`config.mk`:
```
export PLATFORM = sky130hd
export DESIGN_NAME = bn_rr_stream_mux_n_1
export DESIGN_NICKNAME = d
export VERILOG_FILES = /design/src/rtl/bn_rr_stream_mux_n_1.sv
export SDC_FILE = /design/constraint.sdc
export NUM_CORES = 1
export LEC_CHECK = 0
export CORE_ASPECT_RATIO = 1.1
export CORE_MARGIN = 10
export CORE_UTILIZATION = 32
export DETAILED_ROUTE_END_ITERATION = 10
export GPL_TIMING_DRIVEN = 0
export PLACE_DENSITY_LB_ADDON = 0.25
export SETUP_SLACK_MARGIN = 0.3
export SYNTH_ARGS = -nofsm -noshare
export SYNTH_HDL_FRONTEND = slang
export SYNTH_SLANG_ARGS = --single-unit
```
`constraint.sdc`:
```
create_clock -name clk -period 2.1 [get_ports clk]
set_clock_uncertainty 0.1 [all_clocks]
set_input_delay 0.42 -clock clk [delete_from_list [all_inputs] [get_ports clk]]
set_output_delay 0.42 -clock clk [all_outputs]
set_load 0.02 [all_outputs]
```
`src/rtl/bn_rr_stream_mux_n_1.sv`:
```
// rtl/bn_rr_stream_mux_n_1.sv - registered N-to-1 stream mux with round-robin or fixed-priority arbitration
module bn_rr_stream_mux_n_1 #(
    parameter int DATA_WIDTH     = 8,
    parameter int INPUT_CHANNELS = 4,
    parameter int MODE           = 0,
    localparam int SEL_WIDTH     = (INPUT_CHANNELS > 1) ? $clog2(INPUT_CHANNELS) : 1
) (
    input  logic                                 clk,
    input  logic                                 rst_n,
    input  logic [INPUT_CHANNELS*DATA_WIDTH-1:0] in_data,
    input  logic [INPUT_CHANNELS-1:0]            in_valid,
    output logic [INPUT_CHANNELS-1:0]            in_ready,
    output logic [DATA_WIDTH-1:0]                out_data,
    output logic [SEL_WIDTH-1:0]                 out_chan,
    output logic                                 out_valid,
    input  logic                                 out_ready
);

    logic                  out_valid_q, out_valid_d;
    logic [DATA_WIDTH-1:0] out_data_q, out_data_d;
    logic [SEL_WIDTH-1:0]  out_chan_q, out_chan_d;
    logic [SEL_WIDTH-1:0]  ptr_q, ptr_d;

    logic                      load_en;
    logic                      transfer;
    logic                      grant_found;
    logic [SEL_WIDTH-1:0]      grant_idx;
    logic [DATA_WIDTH-1:0]     grant_data;
    logic [INPUT_CHANNELS-1:0] hi_req;
    int                        scan_start;

    assign load_en = !out_valid_q || out_ready;

    // Requests at or above the pointer win first; otherwise wrap to the lowest requester.
    always_comb begin
        scan_start  = (MODE == 0) ? int'(ptr_q) : 0;
        hi_req      = '0;
        grant_found = 1'b0;
        grant_idx   = '0;
        for (int k = 0; k < INPUT_CHANNELS; k++) begin
            hi_req[k] = in_valid[k] && (k >= scan_start);
        end
        if (|hi_req) begin
            grant_found = 1'b1;
            for (int k = INPUT_CHANNELS - 1; k >= 0; k--) begin
                if (hi_req[k]) begin
                    grant_idx = SEL_WIDTH'(k);
                end
            end
        end else if (|in_valid) begin
            grant_found = 1'b1;
            for (int k = INPUT_CHANNELS - 1; k >= 0; k--) begin
                if (in_valid[k]) begin
                    grant_idx = SEL_WIDTH'(k);
                end
            end
        end
    end

    always_comb begin
        grant_data = '0;
        for (int k = 0; k < INPUT_CHANNELS; k++) begin
            if (grant_idx == SEL_WIDTH'(k)) begin
                grant_data = in_data[k*DATA_WIDTH +: DATA_WIDTH];
            end
        end
    end

    // Ready is masked during reset so no source sees a handshake that would be discarded.
    assign transfer = rst_n && load_en && grant_found;

    always_comb begin
        in_ready = '0;
        for (int k = 0; k < INPUT_CHANNELS; k++) begin
            in_ready[k] = transfer && (grant_idx == SEL_WIDTH'(k));
        end
    end

    always_comb begin
        out_valid_d = out_valid_q;
        out_data_d  = out_data_q;
        out_chan_d  = out_chan_q;
        ptr_d       = ptr_q;
        if (transfer) begin
            out_valid_d = 1'b1;
            out_data_d  = grant_data;
            out_chan_d  = grant_idx;
            if (MODE == 0) begin
                ptr_d = (int'(grant_idx) == INPUT_CHANNELS - 1) ? '0 : grant_idx + 1'b1;
            end else begin
                ptr_d = '0;
            end
        end else if (out_ready) begin
            out_valid_d = 1'b0;
        end
    end

    always_ff @(posedge clk) begin
        if (!rst_n) begin
            out_valid_q <= 1'b0;
            out_data_q  <= '0;
            out_chan_q  <= '0;
            ptr_q       <= '0;
        end else begin
            out_valid_q <= out_valid_d;
            out_data_q  <= out_data_d;
            out_chan_q  <= out_chan_d;
            ptr_q       <= ptr_d;
        end
    end

    assign out_valid = out_valid_q;
    assign out_data  = out_data_q;
    assign out_chan  = out_chan_q;

endmodule

```
# ---- After elaboration in Yosys (flattened, before gate mapping)
# Index checks and enable logic that the tools add are counted.
dict set report word_totals {
  wordCells 45
  ff_bits 13
  input_bits 39
  out_inout_bits 15
}
dict set report op_classes {
  n_lt_le_gt_ge 3
  n_eq_ne 4
  reduce_logical 15
  muxes 18
  n_addsub 1
}
# operator n
set ops {}
lappend ops {{two-way mux 8 bit} 4}
lappend ops {{two-way mux 2 bit} 10}
lappend ops {{logical AND 1 bit} 9}
lappend ops {{OR reduction 4 bit} 2}
lappend ops {{== test 2 x 1 -> 1 bit (second input constant)} 2}
lappend ops {{== test 2 bit (second input constant)} 2}
lappend ops {{>= comparator 1 x 2 -> 1 bit (first input constant)} 2}
lappend ops {{two-way mux 1 bit} 4}
lappend ops {{adder 2 x 1 -> 2 bit (second input constant)} 1}
lappend ops {{>= comparator 2 bit (first input constant)} 1}
lappend ops {{logical NOT 2 bit} 1}
lappend ops {{nonzero test 2 bit} 1}
lappend ops {{logical NOT 1 bit} 1}
lappend ops {{logical OR 1 bit} 1}

# ---- Logic depth before layout (Yosys ltp)
# Gate-level depths: netlist of run 1.
dict set report depth {
  word_depth 11
  mapped_depth 11
  ltp_nobuf 9
}

# ---- Worst setup path before layout of run 1
# Ideal clock, no wire load.
dict set report synth_timing {
  path_kind {in2out}
  from {input in_valid[0]}
  to {output in_ready[3]}
  cell_stages 8
  arrival_ns 1.757
  n_path_buf 2
  path_slack_ns -0.177
  required_ns 1.580
  cell_sequence {a21oi_1 o21a_1 o22ai_1 inv_1 ha_1 buf_1 clkbuf_1 and2_1}
}
dict set report synth_via {
  elab_chain_cells 5
  word_cells_on_any_way 12
  cone_classes {eq/ne (1); mux (6); reduce/logical (5)}
}
# item line
set synth_lines {}
lappend synth_lines {{start: declaration} 11} ;# input logic [INPUT_CHANNELS-1:0] in_valid,
lappend synth_lines {{OR reduction 4 bit (tied with other cells)} 50} ;# end else if (|in_valid) begin
lappend synth_lines {{two-way mux 2 bit (tied with other cells)} 50}
lappend synth_lines {{two-way mux 2 bit (*)} 43} ;# if (|hi_req) begin
lappend synth_lines {{named net grant_idx[1]} 27} ;# logic [SEL_WIDTH-1:0] grant_idx;
lappend synth_lines {{== test 2 bit (*)} 75} ;# in_ready[k] = transfer && (grant_idx == SEL_WIDTH'(k));
lappend synth_lines {{logical AND 1 bit (*)} 75}
lappend synth_lines {{end: declaration} 12} ;# output logic [INPUT_CHANNELS-1:0] in_ready,
# The timed path passes the listed nets; every way through them passes the cells marked *.

# ---- Worst setup path in the final report of run 1
dict set report layout_timing {
  from {register ptr_q[1]}
  to {output in_ready[1]}
}
dict set report layout_via {
  elab_chain_cells 8
  word_cells_on_any_way 15
  cone_classes {order compare (3); eq/ne (1); mux (5); reduce/logical (6)}
}
# item line
set layout_lines {}
lappend layout_lines {{start: declaration} 22} ;# logic [SEL_WIDTH-1:0] ptr_q, ptr_d;
lappend layout_lines {{start signal: assignment} 108} ;# ptr_q <= ptr_d;
lappend layout_lines {{>= comparator 2 bit} 41} ;# hi_req[k] = in_valid[k] && (k >= scan_start);
lappend layout_lines {{logical AND 1 bit} 41}
lappend layout_lines {{two-way mux 2 bit (3 in series)} 46} ;# if (hi_req[k]) begin
lappend layout_lines {{two-way mux 2 bit} 43}
lappend layout_lines {{== test 2 x 1 -> 1 bit} 75}
lappend layout_lines {{logical AND 1 bit (*)} 75}
# Every way passes the cells marked *; elsewhere a longest branch is shown, timed or not.

==> results of run 1 <==
==> state kept, by name (all words and copies together) (netlist names) <==
| name | cells |
|---|---|
| out_chan | 2 |
| out_data | 8 |
| out_valid | 1 |
| ptr_q | 2 |
==> logic make-up after synthesis <==
logic type,synth area share
AOI/OAI and AO/OA,0.350
adders and majority gates,0.0587
buffers and inverters,0.116
DFF,0.305
muxes,0.0352
and+or+nand+nor,0.135
==> layer usage <==
layer  GRT usage  wire, um  share of wire
met5           0         0              0
met2       0.234      1860           0.48
met4      0.0649        83          0.022
met1       0.160      1700           0.44
met3      0.0559       204          0.053
==> stage by stage <==
| stage | power (mW) | TNS (ns) | cell area (um2) | std cells |
|---|---|---|---|---|
| global placement | 0.841 | -9.15 | 1500 | 190 |
| floorplan | 0.634 | 0 | 930 | 106 |
| detailed placement | 0.850 | -9.93 | 1500 | 190 |
| global route | 1.31 | -2.91 | 1830 | 211 |
| CTS | 1.15 | -1.61 | 1720 | 206 |
| finish | 1.24 | -1.92 | 1830 | 211 |
==> path summary, 6_finish.rpt <==
| check | start | to | cells after the start |
|---|---|---|---|
| max reg2reg | ptr_q[1] | out_data[0] | 11 |
| max | ptr_q[1] | in_ready[1] | 9 |
| min reg2reg | out_chan[1] | out_chan[1] | 2 |
| min | out_chan[1] | out_chan[1] | 2 |
==> layout make-up <==
cell class                      count  area (um2)
Fill cell                         209         686
Tap cell                           31        38.8
Inverter                           11        41.3
Timing Repair Buffer               70         737
Clock buffer                        4        26.3
Multi-Input combinational cell     73         608
Sequential cell                    13         265
Buffer                              9         118
==> placed cells by master, fill, tap and decap left out, drive strengths merged, types with 2 or more instances in the layout <==
cell type      Yosys  final
a211o              7      7
a21oi             14     14
a221oi             7      7
a31oi              7      7
and2               4      4
buf                5     27
clkbuf             4      9
clkdlybuf4s15      0      2
clkdlybuf4s50      0     37
dfxtp             13     13
dlymetal6s2s       0      7
ha                 4      4
inv               11     11
mux2i              3      3
nand2             13     13
nand2b             2      2
o21ai              3      3
==> worst register-to-register path, stage by stage (launching register included) <==
cell and delay (ns):
dfxtp_4 0.37, a21oi_2 0.12, o21a_1 0.20, o22ai_4 0.09
buf_4 0.15, buf_6 0.10, buf_6 0.10, ha_2 0.17
and2b_4 0.20, a221oi_1 0.28, a211o_1 0.15, a31oi_1 0.07
==> power groups by stage <==
stage               combinational [mW]  sequential, mW  clock [mW]
floorplan                        0.268           0.366           0
global placement                 0.519           0.322           0
detailed placement               0.526           0.324           0
CTS                              0.664           0.319       0.171
global route                     0.799           0.325       0.188
finish                           0.749           0.319       0.170
==> what timing repair did <==
action	in CTS	in global routing
endpoints found under the setup margin	13	19
gates resized for setup	61	15
cloned	0	2
setup buffers	12	3
pin swaps	5	3
==> impl_metrics.py, run 1 <==
metrics = {
    "pwr": {
        "leakage_nw": 0.852,
        "p_sw_uw": 442,
        "swShare": 0.357,
        "power_frac_seq": 0.258,
        "power.internal_uw": 796,
        "pwr-share-comb": 0.605,
        "p_clk_frac": 0.137,
        "peakVddDrop_mv": 0.460,
        "p_per_area_nw_per_um2": 675,
    },
    "route": {
        "post_drt_wl_per_cell_um": 18.2,
        "drtPass1Iterations": 4,
        "num_vias": 1114,
        "drc": 0,
        "ant_nets": 0,
        "wirelength_um": 3840,
        "dr.first_iter.drc_count": 55,
        "vias_per_cell": 5.28,
    },
    "grt": {
        "grt_pass1_wl_um": 5870,
        "gr-total-overflow": 0,
        "grt_pass1_vias": 1173,
        "grt_max_degree": 11,
        "grt_use_total": 0.142,
        "antenna_found_initial": 0,
    },
    "setup_path": {
        "startpoint_type": "flip-flop",
        "path_buf_inv": 4,
        "end_kind": "primary output",
        "critical_path_class": "flip-flop to primary output",
        "r2r_slack_ns": -0.11,
        "crit_arrival_ns": 1.91,
        "crit_family": "buffers and inverters",
        "crit_chain": "a21oi_2 -> o21a_1 -> o22ai_4 -> buf_4 -> buf_6 -> ha_2 -> clkbuf_8 -> and2_4 -> buf_6",
        "critPathMaxFanout": 5,
        "cpMostUsedCell": "buf_6",
        "slowest_delay_ns": 0.38,
        "crit_slowest_cell": "dfxtp_4",
        "cp.required_ns": 1.58,
    },
    "synth": {
        "yosysSeqAreaShare": 0.305,
        "synth-edff-count": 0,
        "async_flop_share": 0,
        "yosysTopAreaCell": "dfxtp_1",
        "synth.distinct_cells": 26,
        "synth_nets": 149,
        "syn_inst": 106,
        "synthTopCellsByCount": "14 x a21oi_1, 13 x dfxtp_1, 13 x nand2_1, 11 x inv_1",
        "synth_warnings": 0,
        "synthTopCellsByArea": "dfxtp_1 30%, a21oi_1 8.2%, a211o_1 7.2%",
        "synthMostInstantiatedCell": "a21oi_1",
        "syn_area_per_cell_um2": 8.05,
        "dominantRegCellSynth": "dfxtp_1",
        "netlist_area_um2": 853,
        "ys_ff_latch": 13,
        "synth_top_area_frac": 0.305,
    },
    "floorplanning": {
        "fp.dieH_um": 74.2,
        "die_w_um": 69.2,
        "core_um2": 2520,
        "io_pins": 54,
        "fp.dieArea_um2": 5130,
        "start_util": 0.339,
        "num_rows": 19,
    },
    "layout": {
        "diodes": 0,
        "syn2layout_area_growth_pct": 115,
        "fin_nets": 224,
        "drive_gt1_frac": 0.333,
        "fin_util": 0.728,
    },
    "clock_network": {
        "clock_latency_ns": 0.29,
        "clock-sinks": 13,
        "clkTransAtPathRegs_ns": 0.08,
        "cts_buffer_depth": 2,
        "cts_max_level": 1,
        "cts_tree": "done",
        "hold_buffers": 0,
        "cts-buffers-inserted": 3,
        "clockRootBuffer": "clkbuf_4",
    },
    "sta": {
        "setup_slack_ns": -0.325,
        "rsz0062_at_grt": "yes",
        "tightest_slew_ns": 0.428,
        "whs_ns": 0.369,
        "relSlewSlack": 0.715,
        "finalHoldViolCount": 0,
        "setup_viol": 12,
        "finalMaxSlewViolations": 0,
        "min_period_ns": 2.43,
        "fmax_ghz": 0.412,
        "period_share": 1.15,
    },
    "placement": {
        "hpwl_um": 2480,
        "gp_congestion": 0.787,
        "dp_slack_ns": -1.25,
        "port_buffers": 53,
    },
    "status": {
        "status": "finished with violations",
        "violations": "setup timing",
    },
    "run": {
        "cap_violations": 0,
    },
    "min_path": {
        "min_path_type": "flip-flop to flip-flop",
    },
}
Note: power is estimated with default switching activity, not from simulation.
==> run 2: changes to the inputs <==
==> constraint.sdc (replaced) <==
create_clock -name clk -period 2.1 [get_ports clk]
set_clock_uncertainty 0.1 [all_clocks]
set_input_delay 0.42 -clock clk [delete_from_list [all_inputs] [get_ports clk]]
set_output_delay 0.42 -clock clk [all_outputs]
set_load 0.005 [all_outputs]
==> impl_metrics.py, run 2 (synthesized netlist as in run 1, its figures left out) <==
metrics = {
    "status": {
        "status": "finished with violations",
        "violations": "setup timing",
    },
    "pwr": {
        "leakage_nw": 0.815,
        "peakVddDrop_mv": 0.568,
        "p_total_mw": 1.30,
        "p_per_area_nw_per_um2": 670,
    },
    "run": {
        "cap_violations": 0,
    },
    "grt": {
        "grt_use_total": 0.153,
        "gr-total-overflow": 0,
        "grt_pass1_wl_um": 6380,
        "grt_max_degree": 11,
        "antenna_found_initial": 0,
        "grt_pass1_vias": 1174,
    },
    "placement": {
        "port_buffers": 53,
        "hpwl_um": 2590,
        "place_area_um2": 1490,
        "gp_congestion": 0.799,
        "dp.cells": 190,
        "dp_slack_ns": -1.14,
    },
    "layout": {
        "largest_register_ff_count": 8,
        "fin_area_um2": 1940,
        "fillerInstances": 184,
        "syn2layout_area_growth_pct": 127,
        "layout_commonest_cell": "clkdlybuf4s50_1",
        "layout_common_cells": "44 x clkdlybuf4s50_1, 15 x buf_6, 14 x buf_4, 12 x nand2_1",
        "diodes": 0,
        "multiInputGateArea_um2": 664,
        "fin_util": 0.770,
        "drive_gt1_frac": 0.380,
        "fin_nets": 231,
        "final-seq-area_um2": 265,
        "layout.cells.non_filler": 218,
    },
    "route": {
        "post_drt_wl_per_cell_um": 19.7,
        "drtPass1Iterations": 4,
        "drc": 0,
        "dr.first_iter.drc_count": 37,
        "num_vias": 1176,
        "vias_per_cell": 5.39,
        "ant_nets": 0,
        "wirelength_um": 4290,
    },
    "sta": {
        "setup_viol": 12,
        "finalHoldViolCount": 0,
        "fmax_ghz": 0.413,
        "finalMaxSlewViolations": 0,
        "min_period_ns": 2.42,
        "rsz0062_at_grt": "yes",
        "tns_ns": -2.45,
        "tightest_slew_ns": 0.442,
        "whs_ns": 0.362,
        "setup_slack_ns": -0.324,
        "period_share": 1.15,
        "relSlewSlack": 0.705,
    },
    "setup_path": {
        "crit_arrival_ns": 1.90,
        "critical_path_class": "flip-flop to primary output",
        "startpoint_type": "flip-flop",
        "end_kind": "primary output",
        "critPathMaxFanout": 5,
        "cp.required_ns": 1.58,
    },
    "floorplanning": {
        "fp.dieArea_um2": 5130,
        "fp.dieH_um": 74.2,
        "io_pins": 54,
        "start_util": 0.339,
        "core_um2": 2520,
        "num_rows": 19,
        "die_w_um": 69.2,
    },
    "min_path": {
        "min_path_type": "flip-flop to flip-flop",
    },
    "clock_network": {
        "clock_latency_ns": 0.29,
        "hold_buffers": 0,
        "cts_buffer_depth": 2,
        "cts-buffers-inserted": 3,
        "clkTransAtPathRegs_ns": 0.08,
        "clockRootBuffer": "clkbuf_4",
        "cts_max_level": 1,
        "cts_tree": "done",
        "clock-sinks": 13,
    },
}
-- run 2: area by class of cell --
type                    count  area share
plain buffers               9      0.0613
clock buffers               4      0.0135
inverters                  11      0.0252
multi-input cells          73       0.343
flip-flops and latches     13       0.137
well taps                  31      0.0200
repair buffers             77       0.401
-- run 2: layer usage --
metal / share of wire / track usage / up-vias
met5: 0 / 0 / -
met4: 0.025 / 0.0470 / 0
met3: 0.066 / 0.0545 / 11
met2: 0.52 / 0.276 / 50
met1: 0.39 / 0.166 / 566
li1: - / - / 549
-- run 2: report_power, final --
part / switching [mW] / internal (mW)
clock: 0.0890 / 0.0741
sequential: 0.0301 / 0.292
combinational: 0.323 / 0.491
total: 0.442 / 0.857
-- run 2: final timing paths --
kind / startpoint / end / slack, ns / cells after the start
setup / recovery: ptr_q[1] / in_ready[3] / -0.32 / 10
hold / removal: out_chan[1] / out_chan[1] / 0.36 / 2
setup reg to reg: ptr_q[1] / out_data[6] / -0.20 / 12
hold reg to reg: out_chan[1] / out_chan[1] / 0.36 / 2
-- run 2: critical path, stage by stage (launching register included) --
cell       delay (ns)
dfxtp_4          0.38
a21oi_2          0.05
o21a_1           0.19
o22ai_2          0.17
buf_6            0.15
inv_6            0.04
ha_4             0.15
buf_6            0.11
clkbuf_16        0.13
and2_4           0.13
buf_6            0.11
-- run 2: what timing repair did --
action / CTS / global route
pin swaps: 12 / 10
setup endpoints to repair: 13 / 12
buffers inserted: 15 / 8
gates cloned: 0 / 1
resized for setup: 61 / 18
==> run 3: changes to the inputs <==
- PLACE_DENSITY: default -> 0.75
- PLACE_DENSITY_LB_ADDON: 0.25 -> default
==> impl_metrics.py, run 3 (synthesized netlist as in run 1, its figures left out) <==
metrics = {
    "placement": {
        "gp_congestion": 0.827,
        "dp_slack_ns": -1.12,
        "place_area_um2": 1490,
        "hpwl_um": 2480,
        "port_buffers": 53,
    },
    "status": {
        "violations": "setup timing",
        "status": "finished with violations",
    },
    "route": {
        "post_drt_wl_per_cell_um": 16.7,
        "drc": 0,
        "drtPass1Iterations": 5,
        "wirelength_um": 3550,
        "ant_nets": 0,
        "dr.first_iter.drc_count": 29,
        "vias_per_cell": 5.16,
        "num_vias": 1093,
    },
    "pwr": {
        "p_sw_uw": 393,
        "pwr-share-comb": 0.597,
        "power.internal_uw": 802,
        "p_clk_frac": 0.135,
        "leakage_nw": 0.765,
        "p_per_area_nw_per_um2": 657,
        "p_total_mw": 1.19,
        "power_frac_seq": 0.268,
        "swShare": 0.329,
        "peakVddDrop_mv": 0.581,
    },
    "sta": {
        "setup_viol": 12,
        "relSlewSlack": 0.724,
        "tns_ns": -2.49,
        "fmax_ghz": 0.412,
        "finalHoldViolCount": 0,
        "min_period_ns": 2.42,
        "tightest_slew_ns": 0.414,
        "rsz0062_at_grt": "yes",
        "setup_slack_ns": -0.325,
        "finalMaxSlewViolations": 0,
        "period_share": 1.15,
    },
    "layout": {
        "layout_commonest_cell": "clkdlybuf4s50_1",
        "fillerInstances": 206,
        "layout_common_cells": "45 x clkdlybuf4s50_1, 14 x buf_6, 13 x nand2_1, 12 x a21oi_1, 11 x dfxtp_1",
        "fin_area_um2": 1820,
        "largest_register_ff_count": 8,
        "drive_gt1_frac": 0.320,
        "diodes": 0,
        "fin_nets": 225,
        "syn2layout_area_growth_pct": 113,
        "final-seq-area_um2": 265,
        "multiInputGateArea_um2": 626,
    },
    "clock_network": {
        "cts_buffer_depth": 2,
        "clockRootBuffer": "clkbuf_4",
        "clock_latency_ns": 0.28,
        "cts_max_level": 1,
        "cts_tree": "done",
        "cts-buffers-inserted": 3,
        "clkTransAtPathRegs_ns": 0.08,
        "clock-sinks": 13,
    },
    "grt": {
        "grt_pass1_vias": 1194,
        "grt_use_total": 0.132,
        "gr-total-overflow": 0,
        "grt_max_degree": 11,
        "antenna_found_initial": 0,
        "grt_pass1_wl_um": 5750,
    },
    "setup_path": {
        "path_buf_inv": 5,
        "cpMostUsedCell": "buf_6",
        "critPathMaxFanout": 5,
        "crit_slowest_cell": "dfxtp_4",
        "startpoint_type": "flip-flop",
        "crit_arrival_ns": 1.90,
        "end_kind": "primary output",
        "cp.required_ns": 1.58,
        "slowest_delay_ns": 0.38,
        "crit_family": "buffers and inverters",
        "crit_chain": "a21oi_2 -> o21a_1 -> o22ai_2 -> inv_2 -> buf_6 -> ha_4 -> buf_8 -> buf_6 -> and2_4 -> buf_6",
        "critical_path_class": "flip-flop to primary output",
    },
    "floorplanning": {
        "fp.dieH_um": 74.2,
        "fp.dieArea_um2": 5130,
        "num_rows": 19,
        "die_w_um": 69.2,
        "io_pins": 54,
        "core_um2": 2520,
        "start_util": 0.339,
    },
    "run": {
        "cap_violations": 0,
    },
    "min_path": {
        "min_path_type": "flip-flop to flip-flop",
    },
}
run 3: final cells by class:
class | count | area share
inverter | 11 | 0.0241
multi-input combinational | 73 | 0.344
tap | 31 | 0.0213
buffer | 9 | 0.0633
timing repair buffer | 71 | 0.387
clock buffer | 4 | 0.0145
sequential | 13 | 0.146
run 3: worst paths after layout:
kind / to / slack, ns / startpoint / cells after the start
setup / recovery: in_ready[2] / -0.32 / ptr_q[1] / 10
hold / removal: out_chan[1] / 0.37 / out_chan[1] / 2
setup reg to reg: out_data[6] / -0.19 / ptr_q[1] / 13
hold reg to reg: out_chan[1] / 0.37 / out_chan[1] / 2
run 3: power by group through the flow:
| stage | logic (mW) | clock network [mW] | registers, mW |
|---|---|---|---|
| after floorplan | 0.257 | 0 | 0.325 |
| after global placement | 0.471 | 0 | 0.324 |
| after detailed placement | 0.478 | 0 | 0.325 |
| after CTS | 0.612 | 0.166 | 0.319 |
| after global routing | 0.766 | 0.182 | 0.327 |
| final | 0.713 | 0.162 | 0.320 |
run 3: worst reg2reg max path, stage by stage, from the launching register on:
cell and delay, ns:
dfxtp_4 0.37, a21oi_2 0.14, o21a_1 0.13, o22ai_2 0.09, buf_4 0.15, buf_6 0.11
buf_6 0.11, ha_4 0.15, buf_8 0.11, buf_6 0.11, buf_8 0.13, a221oi_2 0.24
a211o_1 0.14, a31oi_1 0.09
run 3: layer usage:
metal,part of all wire,GRT usage
met1,0.44,0.153
met2,0.47,0.231
met4,0.024,0.0358
met5,0,0
met3,0.063,0.0439
run 3: timing repair:
item,CTS,global route
gates resized for setup,48,16
hold endpoints to repair,0,0
buffers inserted,14,2
pin swaps,9,12
cloned,1,1
setup endpoints to repair,13,12
hold buffers,0,0
run 3: stage by stage:
stage	utilization	hold WS [ns]	instances
2_1_floorplan	-	0.351	106
3_3_place_gp	0.592	0.349	190
3_5_place_dp	0.592	0.355	190
4_1_cts	0.678	0.369	209
5_1_grt	0.721	0.411	212
6_report	0.721	0.365	212
